--- src/rtl/serial_subtractor.sv ---
// serial_subtractor: bit-serial two's-complement subtractor, diff = a - b, LSB first.
//
// One full-subtractor cell and a stored borrow flop process one bit per clock.
// Operands are taken in IDLE, WIDTH bits are processed in RUN, and the result
// is held in DONE until the consumer takes it.
//
// Ports:
//   clk        system clock, rising-edge active
//   rst_n      asynchronous active-low reset
//   in_valid   operands a/b are valid
//   in_ready   operands can be accepted (IDLE only)
//   a          minuend
//   b          subtrahend
//   out_valid  diff/borrow are valid (DONE only)
//   out_ready  consumer accepts the result
//   diff       a - b, mod 2^WIDTH
//   borrow     1 when a < b (unsigned)
module serial_subtractor #(
    parameter int WIDTH = 8
) (
    input  logic             clk,
    input  logic             rst_n,
    input  logic             in_valid,
    output logic             in_ready,
    input  logic [WIDTH-1:0] a,
    input  logic [WIDTH-1:0] b,
    output logic             out_valid,
    input  logic             out_ready,
    output logic [WIDTH-1:0] diff,
    output logic             borrow
);
    localparam int CW = $clog2(WIDTH);

    typedef enum logic [1:0] {IDLE, RUN, DONE} state_t;

    state_t          state, state_nxt;
    logic [WIDTH-1:0] sa, sb, sd;
    logic            bw, d, bw_nxt, last, accept;
    logic [CW-1:0]   cnt;

    // Full-subtractor cell on the current LSBs and the stored borrow
    always_comb begin
        d      = sa[0] ^ sb[0] ^ bw;
        bw_nxt = (~sa[0] & sb[0]) | (~(sa[0] ^ sb[0]) & bw);
        last   = cnt == CW'(WIDTH - 1);
        accept = in_valid && in_ready;
    end

    always_ff @(posedge clk or negedge rst_n)
        if (!rst_n) state <= IDLE;
        else        state <= state_nxt;

    always_comb begin
        state_nxt = state;
        case (state)
            IDLE:    state_nxt = in_valid ? RUN : IDLE;
            RUN:     state_nxt = last ? DONE : RUN;
            DONE:    state_nxt = out_ready ? IDLE : DONE;
            default: state_nxt = IDLE;
        endcase
    end

    always_comb begin
        in_ready  = state == IDLE;
        out_valid = state == DONE;
    end

    // sd collects result bits MSB-first-in so the LSB lands at bit 0 after WIDTH shifts;
    // diff/borrow are separate so they hold the previous result while the next one runs.
    always_ff @(posedge clk or negedge rst_n)
        if (!rst_n) begin
            sa     <= '0;
            sb     <= '0;
            sd     <= '0;
            bw     <= 1'b0;
            cnt    <= '0;
            diff   <= '0;
            borrow <= 1'b0;
        end else if (accept) begin
            sa  <= a;
            sb  <= b;
            bw  <= 1'b0;
            cnt <= '0;
        end else if (state == RUN) begin
            sa  <= sa >> 1;
            sb  <= sb >> 1;
            sd  <= {d, sd[WIDTH-1:1]};
            bw  <= bw_nxt;
            cnt <= cnt + CW'(1);
            if (last) begin
                diff   <= {d, sd[WIDTH-1:1]};
                borrow <= bw_nxt;
            end
        end
endmodule
--- config.mk ---
export PLATFORM = sky130hd
export DESIGN_NAME = serial_subtractor
export DESIGN_NICKNAME = d
export VERILOG_FILES = /design/src/rtl/serial_subtractor.sv
export SDC_FILE = /design/constraint.sdc
export NUM_CORES = 1
export LEC_CHECK = 0
export BUFFER_PORTS_ARGS = -buffer_cell sky130_fd_sc_hd__buf_2
export CORE_ASPECT_RATIO = 1.5
export CORE_MARGIN = 5
export CORE_UTILIZATION = 54
export DETAILED_ROUTE_END_ITERATION = 10
export PLACE_DENSITY = 0.79
export SKIP_LAST_GASP = 1
export SLEW_MARGIN = 20
export SYNTH_ARGS = -nofsm -noshare
export SYNTH_HDL_FRONTEND = slang
export SYNTH_SLANG_ARGS = --single-unit
--- constraint.sdc ---
create_clock -name clk -period 1.9 [get_ports clk]
set_clock_uncertainty 0.15 [all_clocks]
set_input_delay 0.095 -clock clk [delete_from_list [all_inputs] [get_ports clk]]
set_output_delay 0.095 -clock clk [all_outputs]
set_load 0.005 [all_outputs]
==> out/qor.yml <==
timing:
  tightest_slew_ns: 0.8220
  period_share: 0.8913
  fin_crit_ns: 1.693
  rsz0062_at_grt: "false"
  setup_viol: 0
  maxSlewHeadroom: 0.4520
  max_freq_ghz: 0.5905
  fin_tns_setup_ns: 0
  final-max-slew-violation-count: 0
  finalHoldViolCount: 0
  hold_ws_ns: 0.008599
detailed_routing:
  wl_um: 3356
  detail_route.first_pass.iterations: 4
  avgViaCountPerCell: 5.746
  vias: 1178
  ant_nets: 0
  drtIter0Drc: 24
  drc: 0
  wire_per_inst_um: 16.37
pwr:
  p_leak_nw: 0.9643
  vdd.ir_drop.worst_v: 0.0009986
  fin_total_pwr_mw: 3.334
  power_density_nw_per_um2: 1621
global_routing:
  grt_pass1_wl_um: 5747
  grt_use_total: 0.1700
  grt_pass1_vias: 1271
  antenna_found_initial: 0
  grt.overflow.total: 0
  grt_max_degree: 39
cts:
  htree_levels: 2
  clkTransAtPathRegs_ns: 0.07
  tritoncts: "built"
  cts_inserted_buffers: 5
  cts_root_buffer: "clkbuf_8"
  cts_buffer_depth: 2
  cts_sinks: 38
  insertion_delay_ns: 0.29
outcome:
  status: "complete, no violations"
finish:
  layout_commonest_cell: "dfrtp_1"
  seq_area_sq_um: 950.9
  drive_above_1_share: 0.4182
  final_util: 0.6576
  insertedDiodeCount: 0
  fill_cells: 256
  layout.nets: 187
  layout_common_cells: "38 x dfrtp_1, 30 x buf_2, 15 x mux2_2"
  multi_input_area_sq_um: 684.4
  syn_to_final_growth_pct: 18.61
synthesis:
  syn_avg_cell_area_sq_um: 13.24
  netlist-cell-type-count: 28
  seq_area_frac_synth: 0.5483
  synth_top_area_frac: 0.5483
  synthTopCellsByArea: "dfrtp_1 55%, mux2_2 9.7%, o221a_2 5.2%"
  ys_warn_count: 0
  synth_nets: 154
  synth_area_sq_um: 1734
  postSynthCellCount: 131
  synth_top_area_cell: "dfrtp_1"
  ys_ff_latch: 38
die:
  start_util: 0.5544
  design.die.area_sq_um: 4468
  die_height_um: 79.41
  num_io_pins: 31
  core_area_sq_um: 3128
  chipWidth_um: 56.27
  rows: 25
critical_path:
  cp-start-kind: "flop"
  worstPathRequired_ns: 1.65
  crit_type: "reg2out"
  crit_chain: "buf_4, nand2b_1, inv_1, buf_2"
  end_kind: "output pin"
  path_delay_family: "flip-flops"
  worst_path_max_delay_cell: "dfrtp_1"
  arrival_ns: 1.45
  cpPeakStageDelay_ns: 0.59
  cp_max_fo: 15
  path_buf_inv: 3
placed_design:
  gp_congestion: 0.7561
  io_buffers: 30
  dp_hpwl_um: 2352
job:
  drv_cap: 0
worst_hold_path:
  min_path_type: "in2reg"
-- cells in the mapped netlist --
cell type and instances:
a21oi_1 1, clkbuf_2 1, a211o_1 2, o21ba_2 1, a211oi_1 6, nand2b_1 2, nor3b_1 8, o21ai_0 1
o221a_2 8, buf_4 1, ha_1 2, mux2i_1 2, o21bai_2 1, mux2_2 15, clkbuf_1 3, fa_1 1
o22ai_1 1, nand3b_1 1, inv_1 9, nor4bb_1 2, nor2b_1 1, a22o_1 2, buf_6 1, buf_2 6
nor2_1 1, nor4b_1 6, or4b_1 8, dfrtp_1 38
-- repair_timing --
item | CTS | global route
endpoints found under the setup margin | 0 | 8
buffers inserted | 0 | 1
gates resized for setup | 0 | 0
hold buffers | 2 | 0
endpoints found under the hold margin | 39 | 0
-- cell type report --
type	instances	share of cell area
timing repair buffer	38	0.1107
sequential	38	0.4623
inverter	9	0.01642
multi-input combinational	72	0.3327
tap	40	0.02433
clock buffer	8	0.05353
-- worst register-to-register path, delay by kind of cell (launching register included) --
kind | cells | cell delay, ns
buffers and inverters | 1 | 0.15
adder cells (fa/ha/maj) | 2 | 0.40
multiplexers | 1 | 0.34
AND/OR/NAND/NOR | 1 | 0.13
flip-flops | 1 | 0.41
-- flip-flops by register name (all words and copies together) (netlist names) --
| register | cells |
|---|---|
| sb | 8 |
| bw | 1 |
| borrow | 1 |
| sd | 7 |
| cnt | 3 |
| diff | 8 |
| state | 2 |
| sa | 8 |
-- metal layers --
layer  part of all wire  GRT usage  vias up  wire (um)
li1                   -          -      551          -
met5                  0          0        -          0
met3              0.044    0.04531        7        149
met1               0.43     0.2019      595       1434
met4              0.018    0.07126        0         61
met2               0.51     0.2892       25       1711
-- report_power, final --
| group | internal [mW] | switching, mW |
|---|---|---|
| clock | 0.366 | 0.275 |
| sequential | 1.20 | 0.243 |
| combinational | 0.714 | 0.532 |
-- final timing paths --
kind	cells past startpoint	slack [ns]	endpoint	from
setup reg to reg	5	0.21	diff[2]$_DFFE_PN0P_	cnt[0]$_DFFE_PN0P_
setup / recovery	4	0.21	out_valid	state[0]$_DFF_PN0_
hold / removal	3	0.009	sa[5]$_DFFE_PN0P_	a[5]
min in group asynchronous	2	0.29	sa[4]$_DFFE_PN0P_	rst_n
hold reg to reg	1	0.36	diff[6]$_DFFE_PN0P_	diff[6]$_DFFE_PN0P_
max in group asynchronous	2	0.80	sd[5]$_DFFE_PN0P_	rst_n
-- cells by family (layout without fill, tap and decap cells) --
| family | Yosys count | after routing | synth area share |
|---|---|---|---|
| adder cells (fa/ha/maj) | 3 | 3 | 0.02597 |
| AO/OA/AOI/OAI | 23 | 23 | 0.1198 |
| AND/OR/NAND/NOR | 29 | 29 | 0.1400 |
| multiplexers | 17 | 17 | 0.1089 |
| buffers and inverters | 21 | 55 | 0.05700 |
| flip-flops | 38 | 38 | 0.5483 |
-- metrics by stage --
step	cell area (sq um)	setup WS, ns	instances
4_1_cts	2037	0.009700	204
6_report	2057	0.2065	205
3_3_place_gp	1907	0.1144	194
2_1_floorplan	1734	0.3171	131
3_5_place_dp	1907	0.01403	194
5_1_grt	2057	0.06939	205
(Power assumes the default switching activity.)
